===== src/rtl/sd_pkg.sv =====
// rtl/sd_pkg.sv - SD-over-SPI command constants, R1 layout and responder FSM states
package sd_pkg;

    localparam logic [5:0] CMD0  = 6'd0;
    localparam logic [5:0] CMD8  = 6'd8;
    localparam logic [5:0] CMD41 = 6'd41;
    localparam logic [5:0] CMD55 = 6'd55;

    localparam int R1_IDLE    = 0;
    localparam int R1_ILLEGAL = 2;
    localparam int R1_CRC     = 3;

    // Byte counter value held while the sixth (CRC) frame byte is arriving
    localparam logic [2:0] FRAME_LAST = 3'd5;
    localparam logic [2:0] R1_BYTES   = 3'd1;
    localparam logic [2:0] R7_BYTES   = 3'd5;

    typedef enum logic [1:0] {
        ST_HUNT = 2'd0,
        ST_CMD  = 2'd1,
        ST_NCR  = 2'd2,
        ST_RESP = 2'd3
    } sd_state_e;

endpackage


===== src/rtl/sd_spi_responder_if.sv =====
// rtl/sd_spi_responder_if.sv - SPI pin bundle between SD host and card
interface sd_spi_responder_if;
    logic sclk;
    logic mosi;
    logic ss;
    logic miso;

    modport master (output sclk, output mosi, output ss, input miso);
    modport slave  (input sclk, input mosi, input ss, output miso);
endinterface


===== src/rtl/sd_crc7.sv =====
// rtl/sd_crc7.sv - combinational CRC7 (x^7+x^3+1, init 0) over a 40-bit command body
module sd_crc7 (
    input  logic [39:0] data_i,
    output logic [6:0]  crc_o
);
    always_comb begin
        logic [6:0] c;
        logic       fb;
        c  = '0;
        fb = 1'b0;
        for (int i = 39; i >= 0; i--) begin
            fb = c[6] ^ data_i[i];
            c  = {c[5:0], 1'b0} ^ (fb ? 7'h09 : 7'h00);
        end
        crc_o = c;
    end
endmodule


===== src/rtl/sd_spi_responder.sv =====
// rtl/sd_spi_responder.sv - SPI-mode SD card responder: frame capture, CRC7, init FSM, R1/R7 replies
module sd_spi_responder
    import sd_pkg::*;
#(
    parameter int NCR_BYTES  = 1,
    parameter int INIT_COUNT = 2,
    parameter int CHECK_CRC  = 1
) (
    input  logic                clk,
    input  logic                rst,
    sd_spi_responder_if.slave   spi,
    output logic                cmd_valid,
    output logic [5:0]          cmd_index,
    output logic [31:0]         cmd_arg,
    output logic                crc_err,
    output logic                in_idle
);
    localparam logic [3:0] NCR4  = 4'(NCR_BYTES);
    localparam logic [3:0] INIT4 = 4'(INIT_COUNT);

    logic [1:0]  sclk_s_q, mosi_s_q, ss_s_q;
    logic        sclk_q, ss_q;
    logic [6:0]  rx_sr_q;
    logic [2:0]  rx_bit_q, tx_bit_q, byte_cnt_q, resp_left_q;
    logic [7:0]  tx_sr_q, next_tx_q;
    logic        miso_q;
    sd_state_e   state_q;
    logic [39:0] frame_q, resp_q;
    logic [3:0]  ncr_left_q, acmd_cnt_q;
    logic        acmd_q, in_idle_q, cmd_valid_q, crc_err_q;
    logic [5:0]  cmd_index_q;
    logic [31:0] cmd_arg_q;

    logic        rise, fall, ss_high, ss_assert, byte_done, crc_bad;
    logic [7:0]  rx_byte;
    logic [6:0]  crc_calc;
    logic [5:0]  idx;
    logic [31:0] arg;

    logic        idle_d, acmd_d;
    logic [3:0]  cnt_d;
    logic [39:0] resp_d;
    logic [2:0]  resp_len_d;

    assign rise      = sclk_s_q[1] & ~sclk_q;
    assign fall      = ~sclk_s_q[1] & sclk_q;
    assign ss_high   = ss_s_q[1];
    assign ss_assert = ~ss_s_q[1] & ss_q;
    assign rx_byte   = {rx_sr_q, mosi_s_q[1]};
    assign byte_done = rise && (rx_bit_q == 3'd7);
    assign idx       = frame_q[37:32];
    assign arg       = frame_q[31:0];

    sd_crc7 u_crc (
        .data_i (frame_q),
        .crc_o  (crc_calc)
    );

    assign crc_bad = (CHECK_CRC != 0) && (crc_calc != rx_byte[7:1]);

    // Command decode evaluated against the sixth byte as it arrives
    always_comb begin
        logic [7:0]  r1;
        logic [31:0] tail;
        idle_d     = in_idle_q;
        acmd_d     = 1'b0;
        cnt_d      = acmd_cnt_q;
        r1         = 8'h00;
        tail       = 32'hFFFF_FFFF;
        resp_len_d = R1_BYTES;
        if (crc_bad) begin
            acmd_d     = acmd_q;
            r1[R1_CRC] = 1'b1;
        end else begin
            case (idx)
                CMD0: begin
                    idle_d = 1'b1;
                    cnt_d  = 4'd0;
                end
                CMD8: begin
                    resp_len_d = R7_BYTES;
                    tail       = {16'h0000, 4'h0, arg[11:8], arg[7:0]};
                end
                CMD55: acmd_d = 1'b1;
                CMD41: begin
                    if (acmd_q) begin
                        if (acmd_cnt_q != 4'hF) cnt_d = acmd_cnt_q + 4'd1;
                        if (cnt_d >= INIT4) idle_d = 1'b0;
                    end else begin
                        r1[R1_ILLEGAL] = 1'b1;
                    end
                end
                default: r1[R1_ILLEGAL] = 1'b1;
            endcase
        end
        r1[R1_IDLE] = idle_d;
        resp_d      = {r1, tail};
    end

    always_ff @(posedge clk) begin
        if (rst) begin
            sclk_s_q    <= 2'b00;
            mosi_s_q    <= 2'b11;
            ss_s_q      <= 2'b11;
            sclk_q      <= 1'b0;
            ss_q        <= 1'b1;
            rx_sr_q     <= '0;
            rx_bit_q    <= '0;
            tx_bit_q    <= '0;
            byte_cnt_q  <= '0;
            resp_left_q <= '0;
            tx_sr_q     <= 8'hFF;
            next_tx_q   <= 8'hFF;
            miso_q      <= 1'b1;
            state_q     <= ST_HUNT;
            frame_q     <= '0;
            resp_q      <= '1;
            ncr_left_q  <= '0;
            acmd_cnt_q  <= '0;
            acmd_q      <= 1'b0;
            in_idle_q   <= 1'b1;
            cmd_valid_q <= 1'b0;
            crc_err_q   <= 1'b0;
            cmd_index_q <= '0;
            cmd_arg_q   <= '0;
        end else begin
            sclk_s_q    <= {sclk_s_q[0], spi.sclk};
            mosi_s_q    <= {mosi_s_q[0], spi.mosi};
            ss_s_q      <= {ss_s_q[0], spi.ss};
            sclk_q      <= sclk_s_q[1];
            ss_q        <= ss_s_q[1];
            cmd_valid_q <= 1'b0;
            if (ss_high) begin
                rx_bit_q   <= '0;
                tx_bit_q   <= '0;
                byte_cnt_q <= '0;
                tx_sr_q    <= 8'hFF;
                next_tx_q  <= 8'hFF;
                state_q    <= ST_HUNT;
            end else begin
                if (ss_assert) miso_q <= tx_sr_q[7];
                if (rise) begin
                    rx_sr_q  <= rx_byte[6:0];
                    rx_bit_q <= rx_bit_q + 3'd1;
                    if (byte_done) begin
                        frame_q <= {frame_q[31:0], rx_byte};
                        case (state_q)
                            ST_HUNT: begin
                                next_tx_q <= 8'hFF;
                                if (rx_byte[7:6] == 2'b01) begin
                                    state_q    <= ST_CMD;
                                    byte_cnt_q <= 3'd1;
                                end
                            end
                            ST_CMD: begin
                                next_tx_q <= 8'hFF;
                                if (byte_cnt_q == FRAME_LAST) begin
                                    cmd_valid_q <= 1'b1;
                                    cmd_index_q <= idx;
                                    cmd_arg_q   <= arg;
                                    crc_err_q   <= crc_bad;
                                    in_idle_q   <= idle_d;
                                    acmd_q      <= acmd_d;
                                    acmd_cnt_q  <= cnt_d;
                                    resp_q      <= resp_d;
                                    resp_left_q <= resp_len_d - 3'd1;
                                    ncr_left_q  <= NCR4;
                                    state_q     <= ST_NCR;
                                end else begin
                                    byte_cnt_q <= byte_cnt_q + 3'd1;
                                end
                            end
                            ST_NCR: begin
                                if (ncr_left_q == 4'd1) begin
                                    next_tx_q <= resp_q[39:32];
                                    resp_q    <= {resp_q[31:0], 8'hFF};
                                    state_q   <= ST_RESP;
                                end else begin
                                    next_tx_q  <= 8'hFF;
                                    ncr_left_q <= ncr_left_q - 4'd1;
                                end
                            end
                            ST_RESP: begin
                                if (resp_left_q == 3'd0) begin
                                    next_tx_q <= 8'hFF;
                                    state_q   <= ST_HUNT;
                                end else begin
                                    next_tx_q   <= resp_q[39:32];
                                    resp_q      <= {resp_q[31:0], 8'hFF};
                                    resp_left_q <= resp_left_q - 3'd1;
                                end
                            end
                            default: state_q <= ST_HUNT;
                        endcase
                    end
                end else if (fall) begin
                    tx_bit_q <= tx_bit_q + 3'd1;
                    // The 8th fall hands over to the next byte so its MSB leads the next rise
                    if (tx_bit_q == 3'd7) begin
                        tx_sr_q <= next_tx_q;
                        miso_q  <= next_tx_q[7];
                    end else begin
                        tx_sr_q <= {tx_sr_q[6:0], 1'b1};
                        miso_q  <= tx_sr_q[6];
                    end
                end
            end
        end
    end

    assign spi.miso  = miso_q;
    assign cmd_valid = cmd_valid_q;
    assign cmd_index = cmd_index_q;
    assign cmd_arg   = cmd_arg_q;
    assign crc_err   = crc_err_q;
    assign in_idle   = in_idle_q;

endmodule

===== src/flat_wrapper.sv =====
// flat-port wrapper written by rule: the top's interface ports become plain ports
module sd_spi_responder_flat import sd_pkg::*;
#(
    parameter int NCR_BYTES  = 1,
    parameter int INIT_COUNT = 2,
    parameter int CHECK_CRC  = 1
)
  (clk, rst, cmd_valid, cmd_index, cmd_arg, crc_err, in_idle, spi_sclk, spi_mosi, spi_ss, spi_miso);
  sd_spi_responder_if spi_i ();
  input  logic clk;
  input  logic rst;
  output logic cmd_valid;
  output logic [5:0] cmd_index;
  output logic [31:0] cmd_arg;
  output logic crc_err;
  output logic in_idle;
  input wire logic [$bits(spi_i.sclk)-1:0] spi_sclk;
  input wire logic [$bits(spi_i.mosi)-1:0] spi_mosi;
  input wire logic [$bits(spi_i.ss)-1:0] spi_ss;
  output wire logic [$bits(spi_i.miso)-1:0] spi_miso;
  assign spi_i.sclk = spi_sclk;
  assign spi_i.mosi = spi_mosi;
  assign spi_i.ss = spi_ss;
  assign spi_miso = spi_i.miso;
  sd_spi_responder #(.NCR_BYTES(NCR_BYTES), .INIT_COUNT(INIT_COUNT), .CHECK_CRC(CHECK_CRC)) u_core (.clk(clk), .rst(rst), .spi(spi_i), .cmd_valid(cmd_valid), .cmd_index(cmd_index), .cmd_arg(cmd_arg), .crc_err(crc_err), .in_idle(in_idle));
endmodule

===== config.mk =====
export PLATFORM = sky130hd
export DESIGN_NAME = sd_spi_responder_flat
export DESIGN_NICKNAME = d
export VERILOG_FILES = /design/src/rtl/sd_pkg.sv /design/src/rtl/sd_spi_responder_if.sv /design/src/rtl/sd_crc7.sv /design/src/rtl/sd_spi_responder.sv /design/src/flat_wrapper.sv
export SDC_FILE = /design/constraint.sdc
export NUM_CORES = 1
export LEC_CHECK = 0
export CORE_UTILIZATION = 45
export CTS_CLUSTER_SIZE = 14
export DETAILED_ROUTE_END_ITERATION = 10
export PLACE_DENSITY_LB_ADDON = 0.15
export SLEW_MARGIN = 30
export SYNTH_ARGS = -nofsm -noshare
export SYNTH_HDL_FRONTEND = slang
export SYNTH_HIERARCHICAL = 1
export SYNTH_SLANG_ARGS = --single-unit

===== constraint.sdc =====
create_clock -name clk -period 5.5 [get_ports clk]
set_input_delay 0.55 -clock clk [delete_from_list [all_inputs] [get_ports clk]]
set_output_delay 0.55 -clock clk [all_outputs]
set_load 0.03 [all_outputs]

==> results_tabular.tex, run 1 <==
\begin{tabular}{lr}
\hline
Metric & Value \\
\hline
\multicolumn{2}{l}{\textbf{CTS}} \\
Number of clock buffers inserted by TritonCTS & 17 \\
Worst skew pair latency & 0.43 ns \\
Post-CTS resize count & 0 \\
CTS root buffer & clkbuf\_16 \\
Count of H-tree levels built during CTS & 4 \\
Count of buffers added by post-CTS timing repair for setup & 0 \\
Clock edge transition at the registers on the reported setup and hold paths & 0.06 ns \\
Count of hold buffers inserted by post-cts repair & 0 \\
CTS Buffer Depth & 2 \\
Clk sinks & 176 \\
TritonCTS clock tree & done \\
\multicolumn{2}{l}{\textbf{Detailed routing}} \\
Routed WL & 16900 um \\
Post-detailed-route DRC marker count & 0 \\
Average routed wire per standard cell & 15.0 um \\
Antenna-violating nets left & 0 \\
Total number of vias & 5911 \\
Iteration count of the initial detailed-routing pass & 4 \\
Via-per-instance ratio & 5.22 \\
Number of design-rule violations left by the first detailed-router iteration & 343 \\
\multicolumn{2}{l}{\textbf{Global route}} \\
Number of global-route vias before repair & 5514 \\
First-pass GRT wire length & 28300 um \\
Pin count of the biggest net entering global routing & 71 \\
Total congestion overflow after global routing & 0 \\
All-Layer GR Usage & 20.1\% \\
Number of antenna violations at the first check in global routing & 0 \\
\multicolumn{2}{l}{\textbf{Synthesis}} \\
Sequential cell area fraction in the yosys report & 45.5\% \\
Total of warnings raised by yosys & 6 \\
Cell type with the largest total area after synthesis & dfxtp\_1 \\
Top cells by area in the synthesized netlist & dfxtp\_1 (46\%), nand2\_1 (9.9\%), a21oi\_1 (6.8\%) \\
Flip-flop and latch count after synthesis & 176 \\
Async set-or-reset flop fraction in the synthesized netlist & 0\% \\
Number of enable flip-flop cells after synthesis & 0 \\
Synth Area in Simple Gates & 20.9\% \\
Top cell type's share of synthesized area & 45.5\% \\
Synthesized-area fraction occupied by xor and xnor cells & 12.2\% \\
Post-Synth Adder-Cell Area & 2.26\% \\
Synth Area in Compound Gates & 13.3\% \\
Combinational family with the most area after synthesis & simple AND/OR/NAND/NOR gates \\
Number of cells produced by synthesis & 884 \\
Synth Net Count & 903 \\
Fraction of synthesized area in multiplexers & 2.33\% \\
Synth Area per Inst & 8.76 sq um \\
Predominant post-synthesis flop cell & dfxtp\_1 \\
Mapped Area & 0.00774 sq mm \\
Count of distinct cell types in the synthesized netlist & 63 \\
\multicolumn{2}{l}{\textbf{Timing}} \\
Share of the clock period used by the worst path & 80.0\% \\
Max-slew violation count & 0 \\
Relative slew slack & 37.7\% \\
Max Fclk & 227 MHz \\
Setup slack after layout & 1.10 ns \\
Maximum clock skew at final layout & 0.0107 ns \\
Count of endpoints failing hold in the final timing report & 0 \\
RSZ-0062 raised after global routing & false \\
Post-route setup TNS & 0 ns \\
Worst-Margin Slew & 0.931 ns \\
Clock period minus worst slack & 4.40 ns \\
Final-report setup violation count & 0 \\
\multicolumn{2}{l}{\textbf{Setup path}} \\
Classification of the worst setup path & reg -> reg \\
Critical Path Sink Type & flip-flop \\
Arrival time at the worst endpoint & 4.71 ns \\
Worst-path cell with the longest stage delay & or4b\_1 \\
Crit path launch type & flip-flop \\
Cell chain of the critical path & xnor3\_1, xor3\_1, xor2\_1, xnor2\_2, xnor3\_1, xnor2\_1, xnor2\_1, nand4\_1, or4b\_1, or3\_1, o22ai\_2, nand2b\_1 \\
Setup slack of the most critical reg-to-reg path & 1.10 ns \\
Maximum fanout encountered on the critical timing path & 8 \\
Worst R2R Path Depth & 12 \\
Required time at the worst-slack endpoint & 5.81 ns \\
Critical Path Max Stage Delay & 0.66 ns \\
\multicolumn{2}{l}{\textbf{Floorplan}} \\
Number of top-level design ports & 47 \\
Total core area & 0.0167 sq mm \\
Initial Utilization & 46.4\% \\
Number of placement rows & 47 \\
Die area & 0.0177 sq mm \\
Horizontal die dimension & 133 um \\
DIE HEIGHT & 133 um \\
\multicolumn{2}{l}{\textbf{Run status}} \\
Result of the run & completed \\
\multicolumn{2}{l}{\textbf{Cells and area}} \\
Number of antenna repair diodes & 0 \\
Fill cell instance count of the final layout & 1631 \\
Nets & 919 \\
Final std cells w/o fill & 1133 \\
Area growth syn-to-layout & 14.8\% \\
Commonest cells after routing, fill and taps aside & nand2\_1 (205), dfxtp\_1 (176), a21oi\_1 (105) \\
Layout cell share with drive strength beyond 1 & 8.11\% \\
Most frequent standard cell in the layout excluding fill and tap cells & nand2\_1 \\
\multicolumn{2}{l}{\textbf{Run}} \\
Max-cap violations & 0 \\
\multicolumn{2}{l}{\textbf{Place}} \\
Post-Place Cells & 1101 \\
RePlAce Congestion & 0.830 \\
Port Buffer Count & 46 \\
Half-perimeter wire length after placement & 10800 um \\
Pre-CTS setup slack & 1.08 ns \\
\multicolumn{2}{l}{\textbf{Power}} \\
Maximum resistive drop on vdd & 0.215 mV \\
Total power divided by cell area & 277 mW/mm\^{}2 \\
Leak pwr & 3.13 nW \\
Total power of the final layout & 2.46 mW \\
\multicolumn{2}{l}{\textbf{Worst hold path}} \\
Hold/Removal Path Class & reg -> reg \\
Worst Hold Depth & 1 \\
\hline
\end{tabular}
## final timing paths
check,endpoint,startpoint
worst max register to register,u_core/resp_q[6],u_core/frame_q[34]
worst max-delay path,u_core/resp_q[6],u_core/frame_q[34]
worst min register to register,u_core/ss_s_q[1],u_core/ss_s_q[0]
worst min-delay path,u_core/ss_s_q[1],u_core/ss_s_q[0]
## registers in the layout, summed over array words and instances (netlist names), 3 cells and up
| register | cells |
|---|---|
| u_core/resp_left_q | 3 |
| u_core/ncr_left_q | 4 |
| u_core/cmd_arg | 32 |
| u_core/next_tx_q | 8 |
| u_core/rx_sr_q | 7 |
| u_core/rx_bit_q | 3 |
| u_core/resp_q | 40 |
| u_core/tx_sr_q | 8 |
| u_core/byte_cnt_q | 3 |
| u_core/acmd_cnt_q | 4 |
| u_core/frame_q | 40 |
| u_core/cmd_index | 6 |
| u_core/tx_bit_q | 3 |
## metal layers
metal / track usage (%) / up-vias / part of all wire [%]
met5: 0 / - / 0
met4: 7.32 / 0 / 1.5
met3: 3.58 / 17 / 3.3
met2: 30.0 / 96 / 44
met1: 29.0 / 2761 / 51
li1: - / 3037 / -
## area by class of cell
cell class	count	area [sq um]	share of cell area [%]
tap	220	275	3.10
timing repair buffer	54	518	5.83
multi-input combinational	640	3970	44.7
clock inverter	12	110	1.24
inverter	11	41.3	0.465
clock buffer	20	447	5.03
sequential	176	3520	39.7
## synth_stat cells (all sizes together), types with 16 or more instances
master and instances:
nand2 205, a21oi 105, nand3 44, mux2i 18, dfxtp 176, clkbuf 44, nor2 39, xor2 16
o22ai 17, nor3 16, xnor2 45, o21ai 19
## stage by stage
step | instance area (sq um) | util, % | hold slack [ns]
2_1_floorplan | 7740 | - | 0.389
3_3_place_gp | 8330 | 49.9 | 0.392
3_5_place_dp | 8330 | 49.9 | 0.401
4_1_cts | 8880 | 53.2 | 0.417
5_1_grt | 8880 | 53.2 | 0.430
6_report | 8880 | 53.2 | 0.410
## cell families (layout without fill, tap and decap cells)
group,count (synthesis),in the layout
compound gates,172,172
xor+xnor,77,77
fa+ha+maj,14,14
buf+inv,68,97
flops,176,176
mux,18,18
simple gates,359,359
## critical path: cells and delay by family, from the launching register on
| family | cells | cell delay [ns] |
|---|---|---|
| xor+xnor | 7 | 2.22 |
| simple gates | 4 | 1.47 |
| flops | 1 | 0.42 |
| compound gates | 1 | 0.17 |
## power by group
part	total, mW	leakage, nW	internal (mW)	switching, mW
clock network	1.14	0.263	0.637	0.508
registers	1.28	1.42	1.28	0.00232
logic	0.0337	1.45	0.00993	0.0238
total	2.46	3.13	1.92	0.534
Note: power is estimated with default switching activity, not from simulation.
==> run 2: changes to the inputs <==
clock period = 3.87 ns   (was 5.5 ns; I/O delays follow)
==> run 2 against run 1 <==
  * Final cell count increased by 3.6%
  * Sequential power increased by 42%
  * Clock skew increased by 0.0021 ns
  * Non-clock buffer count grew 43
  * Via count rose by 3.1%
  * Sequential cell count unchanged
  * Sequential share of layout area fell by 2.1 points
  * Critical path depth is 2 higher
  * First-iteration DRC count increased by 21%
  * Critical path type unchanged
==> results_tabular.tex, run 2 (synthesis results as in run 1) <==
\begin{tabular}{lr}
\hline
Metric & Value \\
\hline
\multicolumn{2}{l}{\textbf{Run status}} \\
Result of the run & completed \\
\multicolumn{2}{l}{\textbf{Global route}} \\
Number of global-route vias before repair & 5798 (+5.2\%) \\
Total congestion overflow after global routing & 0 (unchanged) \\
Pin count of the biggest net entering global routing & 76 (+7.0\%) \\
M3 GR Usage & 3.54\% (-0.038 points) \\
Number of antenna violations at the first check in global routing & 0 (unchanged) \\
First-pass GRT wire length & 29400 um (+3.8\%) \\
Layer with the highest usage after global routing & met2 \\
Met2 track demand over resource & 31.9\% (+1.9 points) \\
All-Layer GR Usage & 20.7\% (+0.58 points) \\
GR met1 Demand/Resource & 29.6\% (+0.56 points) \\
\multicolumn{2}{l}{\textbf{Detailed routing}} \\
Number of design-rule violations left by the first detailed-router iteration & 416 (+21\%) \\
Antenna-violating nets left & 0 (unchanged) \\
Routed WL & 17600 um (+4.1\%) \\
Total number of vias & 6092 (+3.1\%) \\
Via-per-instance ratio & 5.19 (-0.54\%) \\
Iteration count of the initial detailed-routing pass & 5 (+1) \\
Average routed wire per standard cell & 15.0 um (+0.43\%) \\
Post-detailed-route DRC marker count & 0 (unchanged) \\
\multicolumn{2}{l}{\textbf{Cells and area}} \\
Area growth syn-to-layout & 21.4\% \\
Post-route standard cell area excluding fillers & 0.00940 sq mm (+5.8\%) \\
Commonest cells after routing, fill and taps aside & nand2\_1 (205), dfxtp\_1 (171), a21oi\_1 (105) \\
Fraction of the core area covered by cells at the end of the flow & 56.3\% (+3.1 points) \\
Most frequent standard cell in the layout excluding fill and tap cells & nand2\_1 \\
Final std cells w/o fill & 1174 (+3.6\%) \\
Number of antenna repair diodes & 0 (unchanged) \\
Nets & 962 (+4.7\%) \\
Layout cell share with drive strength beyond 1 & 14.7\% (+6.6 points) \\
\multicolumn{2}{l}{\textbf{Setup path}} \\
Required time at the worst-slack endpoint & 4.17 ns (-1.64 ns) \\
Arrival time at the worst endpoint & 4.06 ns (-0.65 ns) \\
Crit path launch type & flip-flop \\
Crit. Startpoint & u\_core/frame\_q[25] \\
Maximum fanout encountered on the critical timing path & 7 (-1) \\
Beginning of the worst register-to-register path & u\_core/frame\_q[25] \\
Critical Path Sink Type & flip-flop \\
Classification of the worst setup path & reg -> reg \\
Worst R2R Path Depth & 14 (+2) \\
\multicolumn{2}{l}{\textbf{Floorplan}} \\
Number of placement rows & 47 (unchanged) \\
Total core area & 0.0167 sq mm (unchanged) \\
Die area & 0.0177 sq mm (unchanged) \\
Number of top-level design ports & 47 (unchanged) \\
Horizontal die dimension & 133 um (unchanged) \\
DIE HEIGHT & 133 um (unchanged) \\
Initial Utilization & 46.4\% (unchanged) \\
\multicolumn{2}{l}{\textbf{Place}} \\
Half-perimeter wire length after placement & 11400 um (+5.5\%) \\
Post-Place Cells & 1133 (+2.9\%) \\
Port Buffer Count & 46 (unchanged) \\
RePlAce Congestion & 0.769 (-7.4\%) \\
Placed inst area & 0.00862 sq mm (+3.5\%) \\
Pre-CTS setup slack & -0.0112 ns (-1.09 ns) \\
\multicolumn{2}{l}{\textbf{CTS}} \\
Count of H-tree levels built during CTS & 4 (unchanged) \\
Clk sinks & 176 (unchanged) \\
CTS Buffer Depth & 2 (unchanged) \\
Count of hold buffers inserted by post-cts repair & 0 (unchanged) \\
TritonCTS clock tree & done \\
CTS root buffer & clkbuf\_16 \\
Worst skew pair latency & 0.43 ns (about the same) \\
Clock edge transition at the registers on the reported setup and hold paths & 0.06 ns (about the same) \\
Number of clock buffers inserted by TritonCTS & 17 (unchanged) \\
\multicolumn{2}{l}{\textbf{Timing}} \\
RSZ-0062 raised after global routing & true \\
Final-report setup violation count & 0 (unchanged) \\
Worst Hold Margin & 0.410 ns (+0.0000870 ns) \\
Clock period minus worst slack & 3.76 ns (-0.646 ns) \\
Max Fclk & 266 MHz (+17\%) \\
Max-slew violation count & 0 (unchanged) \\
Maximum clock skew at final layout & 0.0127 ns (+0.00208 ns) \\
Setup slack after layout & 0.114 ns (-0.984 ns) \\
Post-route setup TNS & 0 ns (unchanged) \\
Worst-Margin Slew & 0.864 ns (-0.0667 ns) \\
Share of the clock period used by the worst path & 97.1\% (+17 points) \\
Count of endpoints failing hold in the final timing report & 0 (unchanged) \\
Relative slew slack & 41.9\% (+4.2 points) \\
\multicolumn{2}{l}{\textbf{Power}} \\
Total power divided by cell area & 384 mW/mm\^{}2 (+39\%) \\
Total power of the final layout & 3.61 mW (+47\%) \\
Leak pwr & 3.46 nW (+11\%) \\
Maximum resistive drop on vdd & 0.308 mV (+43\%) \\
\multicolumn{2}{l}{\textbf{Worst hold path}} \\
Worst Hold Depth & 1 (unchanged) \\
Worst hold start & u\_core/mosi\_s\_q[0] \\
Hold/Removal Path Class & reg -> reg \\
\multicolumn{2}{l}{\textbf{Run}} \\
Max-cap violations & 0 (unchanged) \\
\hline
\end{tabular}
[run 2: cell types whose count changed in the layout (fill, tap and decap cells not counted), moves of 2 or more]
cell / previous run / this run
xnor2_2: 4 / 14
bufinv_16: 1 / 3
dfxtp_2: 0 / 4
dfxtp_1: 176 / 171
xor2_2: 0 / 2
inv_6: 2 / 0
xnor3_2: 1 / 3
xor2_1: 16 / 14
xnor3_1: 9 / 7
clkinvlp_4: 4 / 2
buf_6: 0 / 5
buf_4: 9 / 47
xnor2_1: 41 / 31
[run 2: path summary, 6_finish.rpt]
check             slack (ns)                 end
setup reg to reg        0.11   u_core/resp_q[29]
hold / removal          0.41  u_core/mosi_s_q[1]
hold reg to reg         0.41  u_core/mosi_s_q[1]
setup / recovery        0.11   u_core/resp_q[29]
[run 2: cell type report]
class,count,area (sq um)
timing repair buffer,97,860
multi-input combinational,640,4090
fill,1554,7300
clock inverter,10,138
clock buffer,20,457
sequential,176,3530
tap,220,275
inverter,11,41.3
[run 2: layer usage]
| layer | vias to the layer above | wire, um |
|---|---|---|
| met5 | - | 0 |
| met4 | 0 | 148 |
| met3 | 12 | 465 |
| met2 | 79 | 8050 |
| met1 | 2905 | 8970 |
| li1 | 3096 | - |
[run 2: power breakdown]
part / leakage, nW / switching, mW / internal, mW
Clock: 0.288 / 0.695 / 1.04
Sequential: 1.42 / 0.00316 / 1.81
Combinational: 1.75 / 0.0358 / 0.0181
[run 2: timing repair]
| action | CTS | global route |
|---|---|---|
| gates resized for setup | 2 | 26 |
| pin swaps | 0 | 14 |
| buffers inserted | 0 | 8 |
| gates cloned | 0 | 3 |
| setup endpoints to repair | 8 | 31 |
[run 2: worst max-delay path: stages (launching register included)]
cell	delay, ns
dfxtp_2	0.33
xnor3_4	0.49
xor2_1	0.20
xnor2_1	0.25
buf_4	0.16
xnor3_2	0.38
xnor2_2	0.17
xnor2_1	0.20
xnor2_1	0.15
nand4_1	0.14
or4b_4	0.51
buf_6	0.15
a31oi_4	0.24
buf_6	0.17
nand3_1	0.07
